==> config.mk <==
export PLATFORM = sky130hd
export DESIGN_NAME = masked_speck_bitserial_core
export DESIGN_NICKNAME = d
export VERILOG_FILES = /design/src/rtl/masked_speck_bitserial_core.sv
export SDC_FILE = /design/constraint.sdc
export NUM_CORES = 2
export LEC_CHECK = 0
export BUFFER_PORTS_ARGS = -buffer_cell sky130_fd_sc_hd__buf_2
export CORE_ASPECT_RATIO = 1.2
export CORE_MARGIN = 2
export CORE_UTILIZATION = 52
export CTS_CLUSTER_DIAMETER = 60
export DETAILED_ROUTE_END_ITERATION = 8
export PLACE_DENSITY = 0.8
export SLEW_MARGIN = 20
export SYNTH_ARGS = -nofsm -noshare
export SYNTH_HDL_FRONTEND = slang
export SYNTH_SLANG_ARGS = --single-unit
==> constraint.sdc <==
create_clock -name clk -period 40.2 [get_ports clk]
set_clock_uncertainty 0.2 [all_clocks]
set_input_delay 4.02 -clock clk [delete_from_list [all_inputs] [get_ports clk]]
set_output_delay 4.02 -clock clk [all_outputs]
set_load 0.05 [all_outputs]
==> src/rtl/masked_speck_bitserial_core.sv <==
// Two-share, first-order masked, bit-serial Speck encryption core for every Speck block/key size.
// Build macro SPECK_FRESH_RND_EN: when defined, rnd feeds the shared carry ANDs; otherwise r is forced to 0.
module masked_speck_bitserial_core #(
  parameter int WORD      = 64,
  parameter int KEY_WORDS = 2
) (
  input  logic                      clk,
  input  logic                      rst,
  input  logic                      start,
  input  logic [2*WORD-1:0]         pt_a,
  input  logic [2*WORD-1:0]         pt_b,
  input  logic [KEY_WORDS*WORD-1:0] key_a,
  input  logic [KEY_WORDS*WORD-1:0] key_b,
  input  logic [1:0]                rnd,
  output logic                      ready,
  output logic                      busy,
  output logic                      done,
  output logic [2*WORD-1:0]         ct_a,
  output logic [2*WORD-1:0]         ct_b
);

  function automatic int speck_rounds(input int w, input int m);
    case (w)
      16:      return 22;
      24:      return (m == 3) ? 22 : 23;
      32:      return (m == 3) ? 26 : 27;
      48:      return (m == 2) ? 28 : 29;
      default: return 30 + m;
    endcase
  endfunction

  localparam int ALPHA  = (WORD == 16) ? 7 : 8;
  localparam int BETA   = (WORD == 16) ? 2 : 3;
  localparam int ROUNDS = speck_rounds(WORD, KEY_WORDS);
  localparam int BW     = $clog2(WORD);
  localparam int RCW    = $clog2(ROUNDS);
  localparam int LW     = (KEY_WORDS - 1) * WORD;

  typedef enum logic [1:0] {IDLE, RUN, DONE} state_t;
  state_t state_q, state_d;

  logic [BW-1:0]        bit_q;
  logic [RCW-1:0]       round_q;
  logic [1:0][WORD-1:0] x_q, y_q, k_q;
  logic [1:0][WORD-2:0] xn_q, yn_q, kn_q, ln_q;
  logic [1:0][LW-1:0]   l_q;
  logic [1:0]           cr_q, ck_q;

  logic last_bit, last_round;
  assign last_bit   = (bit_q == BW'(WORD - 1));
  assign last_round = (round_q == RCW'(ROUNDS - 1));

  logic r_rnd, r_key;
`ifdef SPECK_FRESH_RND_EN
  assign {r_key, r_rnd} = rnd;
`else
  assign {r_key, r_rnd} = rnd & 2'b00;
`endif

  always_comb begin
    state_d = state_q;
    ready   = 1'b0;
    busy    = 1'b0;
    case (state_q)
      IDLE: begin
        ready = !done;
        if (start && !done) state_d = RUN;
      end
      RUN: begin
        busy = 1'b1;
        if (last_bit && last_round) state_d = DONE;
      end
      DONE: begin
        busy    = 1'b1;
        state_d = IDLE;
      end
      default: state_d = IDLE;
    endcase
  end

  logic [BW-1:0]        ia, ib;
  logic [WORD-1:0]      rc;
  logic [1:0][WORD-1:0] l_cur, x_nxt, y_nxt, k_nxt, l_nxt;
  logic [1:0]           ur, vr, pr, qr, sr, uk, vk, pk, qk, sk;
  logic [1:0]           xb, yb, lb, kb, cr_d, ck_d;

  always_comb begin
    // ia selects the ROR-by-ALPHA source bit, ib the ROL-by-BETA source bit, for bit position bit_q
    ia = (bit_q >= BW'(WORD - ALPHA)) ? bit_q - BW'(WORD - ALPHA) : bit_q + BW'(ALPHA);
    ib = (bit_q >= BW'(BETA)) ? bit_q - BW'(BETA) : bit_q + BW'(WORD - BETA);
    rc = WORD'(round_q);
    l_cur[0] = l_q[0][WORD-1:0];
    l_cur[1] = l_q[1][WORD-1:0];

    ur = {x_q[1][ia], x_q[0][ia]};
    vr = {y_q[1][bit_q], y_q[0][bit_q]};
    pr = ur ^ cr_q;
    qr = vr ^ cr_q;
    sr = ur ^ vr ^ cr_q;
    // cross-share products are refreshed with r before joining the share's own terms
    cr_d[0] = (pr[0] & qr[0]) ^ ((pr[0] & qr[1]) ^ r_rnd) ^ cr_q[0];
    cr_d[1] = (pr[1] & qr[1]) ^ ((pr[1] & qr[0]) ^ r_rnd) ^ cr_q[1];

    uk = {k_q[1][bit_q], k_q[0][bit_q]};
    vk = {l_cur[1][ia], l_cur[0][ia]};
    pk = uk ^ ck_q;
    qk = vk ^ ck_q;
    sk = uk ^ vk ^ ck_q;
    ck_d[0] = (pk[0] & qk[0]) ^ ((pk[0] & qk[1]) ^ r_key) ^ ck_q[0];
    ck_d[1] = (pk[1] & qk[1]) ^ ((pk[1] & qk[0]) ^ r_key) ^ ck_q[1];

    xb = sr ^ uk;
    yb = {y_q[1][ib], y_q[0][ib]} ^ xb;
    lb = sk ^ {1'b0, rc[bit_q]};
    kb = {k_q[1][ib], k_q[0][ib]} ^ lb;

    x_nxt[0] = {xb[0], xn_q[0]};
    x_nxt[1] = {xb[1], xn_q[1]};
    y_nxt[0] = {yb[0], yn_q[0]};
    y_nxt[1] = {yb[1], yn_q[1]};
    k_nxt[0] = {kb[0], kn_q[0]};
    k_nxt[1] = {kb[1], kn_q[1]};
    l_nxt[0] = {lb[0], ln_q[0]};
    l_nxt[1] = {lb[1], ln_q[1]};
  end

  always_ff @(posedge clk or posedge rst) begin
    if (rst) begin
      state_q <= IDLE;
      bit_q   <= '0;
      round_q <= '0;
      x_q     <= '0;
      y_q     <= '0;
      k_q     <= '0;
      l_q     <= '0;
      xn_q    <= '0;
      yn_q    <= '0;
      kn_q    <= '0;
      ln_q    <= '0;
      cr_q    <= '0;
      ck_q    <= '0;
      done    <= 1'b0;
      ct_a    <= '0;
      ct_b    <= '0;
    end else begin
      state_q <= state_d;
      done    <= 1'b0;
      case (state_q)
        IDLE: begin
          if (start && ready) begin
            x_q[0]  <= pt_a[2*WORD-1:WORD];
            y_q[0]  <= pt_a[WORD-1:0];
            x_q[1]  <= pt_b[2*WORD-1:WORD];
            y_q[1]  <= pt_b[WORD-1:0];
            k_q[0]  <= key_a[WORD-1:0];
            l_q[0]  <= key_a[KEY_WORDS*WORD-1:WORD];
            k_q[1]  <= key_b[WORD-1:0];
            l_q[1]  <= key_b[KEY_WORDS*WORD-1:WORD];
            bit_q   <= '0;
            round_q <= '0;
            cr_q    <= '0;
            ck_q    <= '0;
          end
        end
        RUN: begin
          // new-word bits shift in from the top so the LSB lands at bit 0 on the last cycle
          xn_q[0] <= x_nxt[0][WORD-1:1];
          xn_q[1] <= x_nxt[1][WORD-1:1];
          yn_q[0] <= y_nxt[0][WORD-1:1];
          yn_q[1] <= y_nxt[1][WORD-1:1];
          kn_q[0] <= k_nxt[0][WORD-1:1];
          kn_q[1] <= k_nxt[1][WORD-1:1];
          ln_q[0] <= l_nxt[0][WORD-1:1];
          ln_q[1] <= l_nxt[1][WORD-1:1];
          if (last_bit) begin
            bit_q   <= '0;
            round_q <= round_q + RCW'(1);
            cr_q    <= '0;
            ck_q    <= '0;
            x_q     <= x_nxt;
            y_q     <= y_nxt;
            k_q     <= k_nxt;
            l_q[0]  <= LW'({l_nxt[0], l_q[0]} >> WORD);
            l_q[1]  <= LW'({l_nxt[1], l_q[1]} >> WORD);
          end else begin
            bit_q <= bit_q + BW'(1);
            cr_q  <= cr_d;
            ck_q  <= ck_d;
          end
        end
        DONE: begin
          ct_a <= {x_q[0], y_q[0]};
          ct_b <= {x_q[1], y_q[1]};
          done <= 1'b1;
        end
        default: ;
      endcase
    end
  end

endmodule

-- Word-level counts from Yosys, hierarchy flattened
Cells that the tools add are included.
- add/subtract/negate cells: 6
- reductions and logical operators: 10
- bitwise gates (word level): 28
- order comparisons: 5
- multiplexer cells: 57
- eq/ne operators: 8
- operator list (operator ; count):
    $mux W128 ; 8
    $pmux W128 S2 ; 4
    $bmux W1 S6 ; 13
    $mux W6 ; 4
    $xor A2 B2 Y2 ; 11
    $lt A6 B7 Y1 const B ; 3
    $mux W1 ; 16
    $pmux W2 S2 ; 3
    $pmux W6 S2 ; 1
    $mux W2 ; 5
    $mux W5 ; 2
    $pmux W5 S2 ; 1
    $and A1 B1 Y1 ; 8
    $ne A2 B2 Y1 const B ; 4
    $xor A1 B1 Y1 ; 8
    $add A6 B1 Y6 const B ; 1
    $add A6 B4 Y6 const B ; 1
    $add A6 B6 Y6 const B ; 1
    $eq A6 B6 Y1 const B ; 1
    $ge A6 B2 Y1 const B ; 1
    $ge A6 B6 Y1 const B ; 1
    $sub A6 B2 Y6 const B ; 1
    $sub A6 B6 Y6 const B ; 1
    $add A5 B1 Y5 const B ; 1
    other kinds (11) ; 14
- word-level logic and storage cells: 138
- output and inout bits: 259
- register bits: 1290
- input bits: 517

-- Depth between registers and ports, before layout
- depth after elaboration: 10
- depth in mapped cells: 15

-- Worst setup path after synthesis
Ideal clock, no wire load.
- path type: input -> register
- start point: in start
- end point: reg x_q[100] in the netlist's numbering
- arrival: 6.053 ns
- stages: 11
- data required time: 39.874 ns
- slack: 33.821 ns
- buffers on the path: 5
- path through: inv_1 o21ai_1 o21ai_0 clkbuf_1 nand2b_1 buf_2 buf_2 clkbuf_1 clkbuf_1 nor2_1 a221o_1
- longest elaborated chain between the ends: 3
- ends and longest elaborated chain (what ; line ; source):
    from (decl) ; 9 ; input logic start,
    $logic_and A1 B1 Y1 ; 150 ; if (start && ready) begin
    $ne A2 B2 Y1 (no source line) ; -- ;
    $reduce_and A3 Y1 (no source line) ; -- ;
    to (signal assigned) ; 180 ; x_q <= x_nxt;
    to (decl) ; 44 ; logic [1:0][WORD-1:0] x_q, y_q, k_q;
Every way passes these cells.
A chain may end at the register's enable or synchronous reset.

-- Worst setup path in the final report
- start point: in start
- end point: reg l_q (netlist bit l_cur[19])
- longest elaborated chain between the ends: 3
- ends and longest elaborated chain (what ; line ; source):
    $logic_and A1 B1 Y1 ; 150 ;
    $ne A2 B2 Y1 (no source line) ; -- ;
    $reduce_and A3 Y1 (no source line) ; -- ;
    to (decl) ; 46 ; logic [1:0][LW-1:0] l_q;
Every way passes these cells.

==> impl_results.md <==
- Status: finished, final reports clean
- CP endpoint kind: register
- Hold-fix buffers, CTS: 0
- Worst-path clk slew: 60 ps
- P_leak: about 32 nW
- Post-CTS sizing: 0
- DRC Markers: 0
- Die area: about 110000 µm²
- Initial antenna violation count: roughly 120
- Synth Warn #: 0
- Pin count of the biggest net entering global routing: about 280
- Sequential cell area fraction in the yosys report: a little under three fifths
- Final Setup Violations: 0
- Syn Std Cell Area: 57600 µm²
- Die Width: approximately 310 µm
- FP Rows: around 130
- Hpwl dp: 114100 µm
- Critical path arrival: between 8000 and 9000 ps
- H-tree Lvls: 4
- Post-CTS Setup Repair Bufs: 0
- Area contributors post-synth: dfrtp_1 (56%), mux2_2 (7.6%), mux4_2 (7.4%), a221o_1 (6.5%), o21ai_0 (4.5%)
- Relative slew margins: 11.69%
- Clock Latency Late Sink: roughly 800 ps
- Post-Syn Instances: 4876
- Final slew viol count: 0
- Most frequent cells in the layout: dfrtp_1 (1286), buf_2 (773), nand2_1 (554)
- Initial Util: 52.52%
- GRT overflow: 0
- Tmin final: between 7000 and 8000 ps
- Unrepaired setup endpoints after global routing: false
- Setup crit start: start
- Final Util: 61.01%
- Post-synth top flop: dfrtp_1
- Yosys top cell area share: 56.05%
- Worst-margin pin slew: 1325 ps
- Starting DRT DRC Count: ~4600
- Final period utilization: around a fifth
- R2R Path Start: bit_q[2]$_DFFE_PP0P_
- Critical Path Fanout Max: 281
- Layout cells sized above 1: 29.56%
- Vias: 42380
- Clock Tree Buf Depth: 3
- Core Region: 109700 µm²
- Die Y: approximately 370 µm
- Fmax achieved: 130.8 MHz
- Routed WL per cell: about 24 µm
- Max-Cap Viols: 0
- Setup crit start kind: primary input
- CTS sink cnt: 1290
- DRT antenna net count: 0
- Unique masters post-synth: 67
- Worst Hold Class: register to register
- NumNets Final: between 5000 and 6000
- Power per cell area: between 70 and 80 nW/µm²
- Total Wirelength: 169600 µm
- Setup_tns: 0 ps
- #FFs+latches synth: 1290
- Crit path kind: primary input to register
- Data required time of the worst path: slightly above 40000 ps
- Hold Fails Final Rpt: 0
- Global-route wire length before repair: approximately 260000 µm
- Router iterations before antenna repair: 8
- TritonCTS clock tree: yes
- Post-synth EDFFs: 0
- Number of global-route vias before repair: ~42000
- Hold_sp: l_cur[120]$_DFFE_PP0P_
- FFs w/ async S/R, synth: 100.0%
- Placer Congestion: ~0.90
- Commonest non-fill, non-tap cell in the layout: dfrtp_1
- Syn_area_per_cell: 11.81 µm²
- # IOs: about 780
- TritonCTS buffer count: between 100 and 150
- Gr usage total: 29.71%
- Root Driver: clkbuf_16
- Syn_nets: ~5400
- Port bufs: between 700 and 800
- Largest area contributor in the netlist: dfrtp_1
- Area grow syn2layout: 16.17%
- Peak VDD IR: 61.12 µV
- Via density: between 5 and 6
==> layout make-up <==
type / instances / area [µm²]
inverters: 387 / 1456
flip-flops and latches: 1290 / 32300
repair buffers: 829 / 4405
fillers: 8380 / 42760
clock buffers: 188 / 3867
clock inverters: 52 / 643.1
diodes: 86 / 215.2
multi-input cells: 2832 / 22250
well taps: 1417 / 1773
==> metrics by stage <==
step                      worst slack [ps]  cells  cell area (µm²)  hold WS, ps  total power, mW
after floorplan                      18150   4876            57600        244.6            3.081
after global placement               31870   6755            62180        255.5            3.446
after detailed placement             31800   6755            62180        264.5            3.504
after CTS                            32610   6995            66690        278.2            4.786
after global routing                 32100   7067            66870        298.8            5.021
final                                32560   7081            66910        273.9            4.774
==> synthesized netlist by cell type, types with 5 or more instances <==
library cell	number
xor2_1	5
buf_4	16
o21ai_0	522
buf_6	13
dfrtp_1	1290
nand3_1	14
buf_1	15
nor2b_1	15
a21oi_1	28
clkbuf_1	256
a221o_1	372
inv_1	384
a22o_1	5
a31oi_1	5
nor2_1	398
nand2_1	554
a22oi_1	9
mux4_2	189
a211oi_1	7
o22ai_1	6
mux2_2	387
buf_2	61
nand2b_1	6
mux2i_1	208
o211ai_1	5
xnor2_1	18
ha_1	9
o21ai_1	7
==> routing by layer <==
layer	vias to the layer above	GRT usage, %	share of wire [%]
met5	-	0	0.28
met4	72	18.14	6.4
met1	21400	37.57	38
li1	18570	-	-
met2	1802	46.22	47
met3	533	7.424	7.9
==> logic make-up (layout without fill, tap and decap cells) <==
logic type / count (synthesis) / after routing / synth area share (%)
DFF: 1290 / 1290 / 56.05
and+or+nand+nor: 1007 / 1007 / 6.778
AOI/OAI and AO/OA: 1004 / 1004 / 12.41
muxes: 785 / 785 / 18.62
buffers and inverters: 754 / 1456 / 5.472
xor gates and xnor gates: 27 / 27 / 0.4758
adders and majority gates: 9 / 9 / 0.1955
other: 0 / 86 / 0
==> path summary, 6_finish.rpt <==
kind	end	slack, ps	depth (start not counted)
hold / removal	l_cur[120]$_DFFE_PP0P_	270	2
min in group asynchronous	y_q[19]$_DFFE_PP0P_	3180	2
hold reg to reg	l_cur[120]$_DFFE_PP0P_	270	2
setup reg to reg	l_cur[19]$_DFFE_PP0P_	34560	7
max in group asynchronous	l_nxt[123]$_DFFE_PP0P_	32780	6
setup / recovery	l_cur[19]$_DFFE_PP0P_	32560	9
==> where the power goes <==
group	switching, mW	internal [mW]	leakage [nW]
logic	0.936	0.711	12.0
clock network	0.544	0.726	2.22
registers	0.259	1.60	17.3
==> worst max-delay path: stages <==
cell and delay [ps]:
buf_2 90, inv_1 80, o21ai_1 240, o21ai_0 180, buf_4 210, nand2b_4 820, buf_4 900, buf_12 690
o21ai_0 360
==> state kept, by name, summed over array words and instances, names as in the netlist <==
signal   flops
bit_q        6
ck_q         2
cr_q         2
ct_a       128
ct_b       128
done         1
k_nxt      126
k_q        128
l_cur      128
l_nxt      126
round_q      5
state_q      2
x_nxt      126
x_q        128
y_nxt      126
y_q        128
Note: power is estimated with default switching activity, not from simulation.
